### config.mk
export PLATFORM = sky130hd
export DESIGN_NAME = fp_to_fixed_converter
export DESIGN_NICKNAME = d
export VERILOG_FILES = /design/src/rtl/fp_to_fixed_converter.sv
export SDC_FILE = /design/constraint.sdc
export NUM_CORES = 1
export LEC_CHECK = 0
export ABC_AREA = 1
export BUFFER_PORTS_ARGS = -buffer_cell sky130_fd_sc_hd__buf_2
export CAP_MARGIN = 25
export CORE_ASPECT_RATIO = 1.75
export CORE_UTILIZATION = 50
export CTS_CLUSTER_DIAMETER = 120
export DETAILED_ROUTE_END_ITERATION = 6
export GPL_TIMING_DRIVEN = 1
export HOLD_SLACK_MARGIN = 0.1
export PLACE_DENSITY = 0.8
export SYNTH_ARGS = -nofsm -noshare
export SYNTH_HDL_FRONTEND = slang
export SYNTH_SLANG_ARGS = --single-unit
### constraint.sdc
create_clock -name i_clk -period 2.2 [get_ports i_clk]
set_input_delay 0.44 -clock i_clk [delete_from_list [all_inputs] [get_ports i_clk]]
set_output_delay 0.44 -clock i_clk [all_outputs]
set_load 0.02 [all_outputs]
### src/rtl/fp_to_fixed_converter.sv
// IEEE-754 single-precision to signed Q(31-FRAC_W).FRAC_W fixed-point converter.
// Alignment is iterative (one bit per clock), rounding is round-to-nearest-even.
// A single conversion is in flight at a time; valid/ready handshake on both sides.
module fp_to_fixed_converter #(
  parameter int FRAC_W = 16
) (
  input  logic        i_clk,
  input  logic        i_reset,
  input  logic        i_in_valid,
  output logic        o_in_ready,
  input  logic [31:0] i_data,
  output logic        o_out_valid,
  input  logic        i_out_ready,
  output logic [31:0] o_data,
  output logic        o_overflow,
  output logic        o_invalid,
  output logic        o_inexact
);

  typedef enum logic [2:0] {
    IDLE   = 3'd0,
    DECODE = 3'd1,
    SHIFT  = 3'd2,
    ROUND  = 3'd3,
    DONE   = 3'd4
  } state_t;

  localparam logic signed [9:0] FRAC_K = 10'(FRAC_W);

  state_t       state_r;
  logic         sign_r;
  logic [7:0]   exp_r;
  logic [22:0]  frac_r;
  logic [31:0]  mag_r;
  logic         guard_r;
  logic         sticky_r;
  logic         left_r;
  logic [4:0]   cnt_r;

  logic signed [9:0] k_s;
  logic [4:0]   cnt_init_s;
  logic         is_nan_s;
  logic         is_inf_s;
  logic         is_zero_s;
  logic         is_sat_s;
  logic         is_under_s;
  logic         exact_min_s;
  logic [31:0]  sat_data_s;
  logic         round_up_s;
  logic [31:0]  mag_rnd_s;
  logic [31:0]  result_s;

  // Decode the latched operand: shift amount and special-case classification.
  always_comb begin
    k_s         = $signed({2'b00, exp_r}) - 10'sd150 + FRAC_K;
    cnt_init_s  = k_s[9] ? 5'(-k_s) : 5'(k_s);
    is_nan_s    = (exp_r == 8'hFF) && (frac_r != 23'd0);
    is_inf_s    = (exp_r == 8'hFF) && (frac_r == 23'd0);
    is_zero_s   = (exp_r == 8'h00);
    is_sat_s    = (k_s >= 10'sd8);
    is_under_s  = (k_s < -10'sd25);
    // -2^31 is exactly representable, so it saturates without flagging overflow.
    exact_min_s = sign_r && (k_s == 10'sd8) && (frac_r == 23'd0);
    sat_data_s  = sign_r ? 32'h8000_0000 : 32'h7FFF_FFFF;
  end

  // Round-to-nearest-even on the aligned magnitude, then apply the sign.
  always_comb begin
    round_up_s = guard_r & (sticky_r | mag_r[0]);
    mag_rnd_s  = mag_r + {31'd0, round_up_s};
    if (sign_r) begin
      result_s = 32'd0 - mag_rnd_s;
    end else begin
      result_s = mag_rnd_s;
    end
  end

  // Conversion FSM with registered handshake, data and flag outputs.
  always_ff @(posedge i_clk) begin
    if (i_reset) begin
      state_r     <= IDLE;
      o_in_ready  <= 1'b1;
      o_out_valid <= 1'b0;
      o_data      <= 32'd0;
      o_overflow  <= 1'b0;
      o_invalid   <= 1'b0;
      o_inexact   <= 1'b0;
      sign_r      <= 1'b0;
      exp_r       <= 8'd0;
      frac_r      <= 23'd0;
      mag_r       <= 32'd0;
      guard_r     <= 1'b0;
      sticky_r    <= 1'b0;
      left_r      <= 1'b0;
      cnt_r       <= 5'd0;
    end else begin
      case (state_r)
        IDLE: begin
          if (i_in_valid && o_in_ready) begin
            sign_r     <= i_data[31];
            exp_r      <= i_data[30:23];
            frac_r     <= i_data[22:0];
            o_in_ready <= 1'b0;
            state_r    <= DECODE;
          end
        end
        DECODE: begin
          mag_r    <= {8'd0, 1'b1, frac_r};
          guard_r  <= 1'b0;
          sticky_r <= 1'b0;
          left_r   <= ~k_s[9];
          cnt_r    <= cnt_init_s;
          if (is_nan_s) begin
            o_data    <= 32'd0;
            o_invalid <= 1'b1;
            state_r   <= DONE;
          end else if (is_inf_s) begin
            o_data     <= sat_data_s;
            o_overflow <= 1'b1;
            state_r    <= DONE;
          end else if (is_zero_s) begin
            o_data    <= 32'd0;
            o_inexact <= (frac_r != 23'd0);
            state_r   <= DONE;
          end else if (is_sat_s) begin
            o_data     <= sat_data_s;
            o_overflow <= ~exact_min_s;
            state_r    <= DONE;
          end else if (is_under_s) begin
            o_data    <= 32'd0;
            o_inexact <= 1'b1;
            state_r   <= DONE;
          end else if (k_s == 10'sd0) begin
            state_r <= ROUND;
          end else begin
            state_r <= SHIFT;
          end
        end
        SHIFT: begin
          if (left_r) begin
            mag_r <= {mag_r[30:0], 1'b0};
          end else begin
            sticky_r <= sticky_r | guard_r;
            guard_r  <= mag_r[0];
            mag_r    <= {1'b0, mag_r[31:1]};
          end
          cnt_r <= cnt_r - 5'd1;
          if (cnt_r == 5'd1) begin
            state_r <= ROUND;
          end
        end
        ROUND: begin
          o_data      <= result_s;
          o_inexact   <= guard_r | sticky_r;
          o_out_valid <= 1'b1;
          state_r     <= DONE;
        end
        DONE: begin
          // Special cases arrive here with valid still low; raise it one cycle later.
          if (!o_out_valid) begin
            o_out_valid <= 1'b1;
          end else if (i_out_ready) begin
            o_out_valid <= 1'b0;
            o_data      <= 32'd0;
            o_overflow  <= 1'b0;
            o_invalid   <= 1'b0;
            o_inexact   <= 1'b0;
            o_in_ready  <= 1'b1;
            state_r     <= IDLE;
          end
        end
        default: begin
          state_r     <= IDLE;
          o_in_ready  <= 1'b1;
          o_out_valid <= 1'b0;
          o_data      <= 32'd0;
          o_overflow  <= 1'b0;
          o_invalid   <= 1'b0;
          o_inexact   <= 1'b0;
        end
      endcase
    end
  end

endmodule

==> impl_metrics.json, run 1 <==
{
  "via_per_inst": 5.46,
  "p_per_area_nw_per_um2": 1040,
  "status": "finished with violations",
  "wl_per_cell_um": 15.1,
  "synthTopCellsByCount": "nand2_1, inv_1, dfxtp_1",
  "die_area_sq_um": 14900,
  "tritoncts": "done",
  "clk_latency_ps": 360,
  "worstPathArrival_ps": 2920,
  "core_sq_um": 14000,
  "fin_nets": 1415,
  "tns_ps": -5970,
  "numCtsBuffers": 9,
  "ys.flop_type": "dfxtp_1",
  "die_h_um": 161,
  "syn-cell-area_sq_um": 7210,
  "grt_pass1_vias": 7991,
  "antenna_found_initial": 0,
  "grt_max_degree": 65,
  "clockBufferDepth": 2,
  "num_io_pins": 73,
  "ant_nets": 0,
  "finalCritPeriodShare": 1.19,
  "critical_path_class": "flip-flop to flip-flop",
  "fin_cells": 1549,
  "yosysSeqAreaShare": 0.311,
  "ys_ff_latch": 112,
  "finalSetupViolations": 24,
  "vias": 8456,
  "synthCells": 1178,
  "crit_path_start_kind": "flip-flop",
  "fin_skew_ps": 7.61,
  "yosys_warnings": 0,
  "dp_cells": 1518,
  "io_buffer_count": 72,
  "synth_edf_count": 0,
  "synthToLayoutAreaGrowth_pct": 31.3,
  "synth_nets": 1225,
  "end_kind": "flip-flop",
  "min_period_ps": 2610,
  "post-synth-top-area-cell": "dfxtp_1",
  "min-delay-start": "i_data[26]",
  "drt_pass1_iterations": 7,
  "hold_path.class": "input pin to flip-flop",
  "leakage_nw": 4.71,
  "start_util": 0.516,
  "max_cap_violations": 0,
  "hold_violations": 0,
  "slew_viol_final": 0,
  "synth.avg_cell_area_sq_um": 6.12,
  "clk_pin_slew_ps": 80,
  "cp-startpoint": "sticky_r",
  "gr-usage-all-layers": 0.307,
  "async_reset_ff_frac": 0,
  "n_antenna_cell": 0,
  "setup_slack_ps": -413,
  "h-tree-depth": 3,
  "vdd_drop_max_mv": 0.620,
  "violations": "DRC, setup timing",
  "drcViolationCount": 1,
  "drive_gt1_frac": 0.272,
  "dp_slack_ps": -383,
  "worstPathMaxFanout": 6,
  "dpl.hpwl_mm": 17.3,
  "grt-ovfl-total": 0,
  "grt_pass1_wl_mm": 36.6,
  "netlist_top_cells_area": "dfxtp_1, nand2_1, inv_1",
  "rsz0062_at_grt": "yes",
  "cts-root-buf": "clkbuf_16",
  "rows": 57,
  "fin_hold_ws_ps": 356,
  "die_w_um": 92.8,
  "synthMostInstantiatedCell": "nand2_1",
  "yosysTopAreaCellShare": 0.311,
  "worst_slew_pin_slew_ps": 780,
  "relSlewSlack": 0.480,
  "drt_iter0_drc": 511,
  "yosysUniqueCellTypes": 42,
  "max_freq_mhz": 383,
  "cts.sink_count": 112,
  "gp_congestion": 0.974,
  "worstReg2RegStart": "sticky_r",
  "routed_wirelength_mm": 23.4,
  "cp_data_required_time_ps": 2500
}
[registers in the layout (all words and copies together) (netlist names), 3 cells and up]
signal / flops
cnt_r: 5
exp_r: 8
frac_r: 23
mag_r: 32
o_data: 32
state_r: 3
[path summary, 6_finish.rpt]
| check | to | slack [ps] | cells after the start |
|---|---|---|---|
| worst max-delay path | o_data[15] | -410 | 17 |
| worst min-delay path | exp_r[3] | 360 | 3 |
| worst max register to register | o_data[15] | -410 | 17 |
| worst min register to register | o_data[10] | 470 | 2 |
[critical path, stage by stage (launching register included)]
cell	delay (ps)
dfxtp_2	330
o21a_1	210
ha_4	180
ha_4	180
buf_4	160
nand2_2	120
nand2_1	70
nand2_1	140
nand3_2	140
nor2_4	220
nand2_4	80
o21ai_4	250
nor2_1	80
nor2_1	110
nand2_1	110
nand3_1	80
nand2_1	50
inv_1	50
[per-stage QoR]
stage,util,power [W],area [sq um]
4_1_cts,0.659,0.00935,9210
3_5_place_dp,0.622,0.00728,8700
5_1_grt,0.677,0.0105,9460
2_1_floorplan,-,0.00583,7270
6_report,0.677,0.00984,9460
3_3_place_gp,0.622,0.00718,8700
[logic make-up after synthesis]
| logic type | Yosys count | share of synthesized area |
|---|---|---|
| compound gates | 209 | 0.164 |
| xor+xnor | 6 | 0.00729 |
| buf+inv | 204 | 0.111 |
| fa+ha+maj | 11 | 0.0191 |
| flops | 112 | 0.311 |
| simple gates | 636 | 0.387 |
[metal layers]
metal  track usage  wire (um)  vias to the layer above
li1              -          -                     4194
met4         0.175       1350                        0
met2         0.564      12000                      312
met3        0.0412       1110                       88
met5             0          0                        -
met1         0.330       8900                     3862
[placed cells by master (no fill, tap or decap), types with 5 or more instances in the layout]
cell type	count
nand2_2	44
nor2_2	12
nand3_1	92
nand3_2	13
nand2_4	5
a21oi_1	57
nor2_1	71
o2111ai_1	10
nand4_1	18
o21ai_1	10
inv_2	13
nor4_1	5
nand3_4	5
nor2_4	20
a31oi_1	26
dfxtp_1	107
ha_1	7
clkbuf_16	10
buf_2	72
buf_4	144
o21ai_0	77
nor3_1	6
o22ai_1	10
inv_1	142
nand2_1	338
[area by class of cell]
type | instances | area, sq um
multi-input cells | 862 | 4540
fillers | 1256 | 4520
flip-flops and latches | 112 | 2250
repair buffers | 224 | 1580
inverters | 159 | 604
clock buffers | 11 | 233
well taps | 177 | 221
clock inverters | 4 | 31.3
[report_power, final]
group	switching, W	leakage (nW)	internal (W)
Clock	0.000781	0.124	0.000771
Combinational	0.00336	3.67	0.00214
Sequential	0.000315	0.915	0.00248
[what timing repair did]
| item | in CTS | in global routing |
|---|---|---|
| buffers inserted | 8 | 7 |
| resized for setup | 47 | 53 |
| endpoints found under the hold margin | 0 | 0 |
| pin swaps | 23 | 31 |
| hold buffers | 0 | 0 |
| setup endpoints to repair | 29 | 34 |
| cloned | 1 | 1 |
No activity file was read; power rests on OpenSTA's default activity.
==> run 2: changes to the inputs <==
ABC_AREA = default   (was 1)
==> run 2 against run 1 <==
  * The run ends with setup timing left
  * Hold slack worse by 54 ps
  * Synthesized cell count down 22%
  * Critical path depth is 5 lower
  * Highest routed layer unchanged
==> impl_metrics.json, run 2 <==
{
  "status": "finished with violations",
  "violations": "setup timing",
  "die_h_um": 160,
  "slew_viol_final": 0,
  "drt_pass1_iterations": 5,
  "r2r_setup_slack_ps": -750,
  "gr-usage-all-layers": 0.301,
  "clk_latency_ps": 360,
  "start_util": 0.515,
  "gp_congestion": 0.986,
  "finalCritPeriodShare": 1.34,
  "vdd_drop_max_mv": 0.453,
  "syn-cell-area_sq_um": 7160,
  "max_freq_mhz": 339,
  "io_buffer_count": 72,
  "worst_slew_pin_slew_ps": 539,
  "fin_skew_ps": 9.79,
  "synthMostInstantiatedCell": "nand2_1",
  "grt_pass1_wl_mm": 36.2,
  "fin_area_sq_um": 10000,
  "core_sq_um": 13900,
  "hold_violations": 0,
  "clk_pin_slew_ps": 80,
  "worstRegToRegCells": 12,
  "yosysUniqueCellTypes": 82,
  "cts_hold_buffers": 0,
  "relSlewSlack": 0.638,
  "dp_cells": 1247,
  "max_cap_violations": 0,
  "worstPathMaxFanout": 8,
  "clockBufferDepth": 2,
  "end_kind": "flip-flop",
  "rsz0062_at_grt": "yes",
  "synth_edf_count": 0,
  "grt_pass1_vias": 7691,
  "finalSetupViolations": 32,
  "leakage_nw": 4.03,
  "ant_nets": 0,
  "whs_endpoint": "exp_r[4]",
  "drcViolationCount": 0,
  "cp_data_required_time_ps": 2500,
  "cts.sink_count": 112,
  "worstPathArrival_ps": 3250,
  "dpl_cell_area_sq_um": 8760,
  "via_per_inst": 6.13,
  "cp-startpoint": "mag_r[0]",
  "num_io_pins": 73,
  "h-tree-depth": 3,
  "postLayoutCoreUtil": 0.719,
  "critical_path_class": "flip-flop to flip-flop",
  "crit_path_start_kind": "flip-flop",
  "ys.flop_type": "dfxtp_1",
  "synthCells": 920,
  "r2r_end": "o_data[31]",
  "min_period_ps": 2950,
  "fin_hold_ws_ps": 302,
  "yosys_warnings": 0,
  "synthToLayoutAreaGrowth_pct": 39.6,
  "routed_wirelength_mm": 23.5,
  "tritoncts": "done",
  "n_antenna_cell": 0,
  "fin_nets": 1158,
  "hold_path.class": "input pin to flip-flop",
  "drt_iter0_drc": 548,
  "fin_cells": 1293,
  "top_regs": "mag_r (32), o_data (32), frac_r (23)",
  "vias": 7929,
  "drive_gt1_frac": 0.365,
  "synth.avg_cell_area_sq_um": 7.78,
  "min_path_cells": 3,
  "ys_ff_latch": 112,
  "die_w_um": 92.5,
  "min-delay-start": "i_data[27]",
  "antenna_found_initial": 0,
  "worstReg2RegStart": "mag_r[0]",
  "post-synth-top-area-cell": "dfxtp_1",
  "async_reset_ff_frac": 0,
  "die_area_sq_um": 14800,
  "yosysSeqAreaShare": 0.313,
  "yosysTopAreaCellShare": 0.313,
  "grt-ovfl-total": 0,
  "rows": 57,
  "synth_nets": 967,
  "netlist_top_cells_area": "dfxtp_1, a21oi_1, nand2_1",
  "layout_commonest_cell": "buf_4",
  "grt_max_degree": 64,
  "wl_per_cell_um": 18.2,
  "p_per_area_nw_per_um2": 598,
  "synthTopCellsByCount": "nand2_1, dfxtp_1, nor2_1",
  "final_cell_mix": "buf_4, nand2_1, dfxtp_1",
  "cts-root-buf": "clkbuf_16",
  "finalPower_w": 0.00597,
  "dpl.hpwl_mm": 14.9,
  "setup_slack_ps": -750,
  "numCtsBuffers": 9
}
==> run 2: critical path, stage by stage (launching register included) <==
cell	delay (ps)
dfxtp_4	350
o21a_1	210
ha_4	190
ha_4	200
nand4_1	140
nand2_1	90
a311o_1	340
a211oi_4	310
buf_4	170
nand4_4	130
or4b_4	520
nand3b_4	170
o211ai_2	70
==> run 2: cell families after synthesis <==
kind of cell | share of synthesized area
adders and majority gates | 0.0206
xor gates and xnor gates | 0.0722
and+or+nand+nor | 0.255
muxes | 0.0351
AOI/OAI and AO/OA | 0.239
DFF | 0.313
buffers and inverters | 0.0648
==> run 2: how the worst max path moves through the flow <==
stage                      end
global route        o_data[31]
CTS                 o_data[31]
detailed placement  o_data[31]
finish              o_data[31]
floorplan           o_data[31]
global placement    o_data[31]
==> run 2: per-stage QoR <==
step	setup TNS, ps	setup slack (ps)
floorplan	-6430	-537
global placement	-11460	-599
detailed placement	-13410	-656
CTS	-10880	-561
global route	-16400	-801
finish	-14230	-750
==> run 2: where the power goes <==
part | total [W] | switching, W | internal, W
combinational | 0.00195 | 0.00103 | 0.000911
clock | 0.00177 | 0.000807 | 0.000968
sequential | 0.00225 | 0.000111 | 0.00214
total | 0.00597 | 0.00195 | 0.00402
==> run 2: what timing repair did <==
| item | in CTS | in global routing |
|---|---|---|
| setup buffers | 21 | 13 |
| pin swaps | 58 | 45 |
| endpoints found under the setup margin | 38 | 37 |
| gates resized for setup | 84 | 53 |
| gates cloned | 3 | 0 |
| endpoints found under the hold margin | 0 | 0 |
==> run 2: cell type report <==
| cell class | count | area [sq um] |
|---|---|---|
| clock buffers | 10 | 250 |
| clock inverters | 6 | 72.6 |
| fillers | 1005 | 3910 |
| inverters | 10 | 40.0 |
| multi-input cells | 709 | 5100 |
| flip-flops and latches | 112 | 2250 |
| well taps | 177 | 221 |
| repair buffers | 269 | 2060 |
==> run 2: metal layers <==
metal  global-route usage  vias to the layer above  wire [um]
met2                0.548                      377      12400
met5                    0                        -          0
met4                0.203                        0       1420
li1                     -                     3714          -
met3               0.0535                      116       1260
met1                0.306                     3722       8500
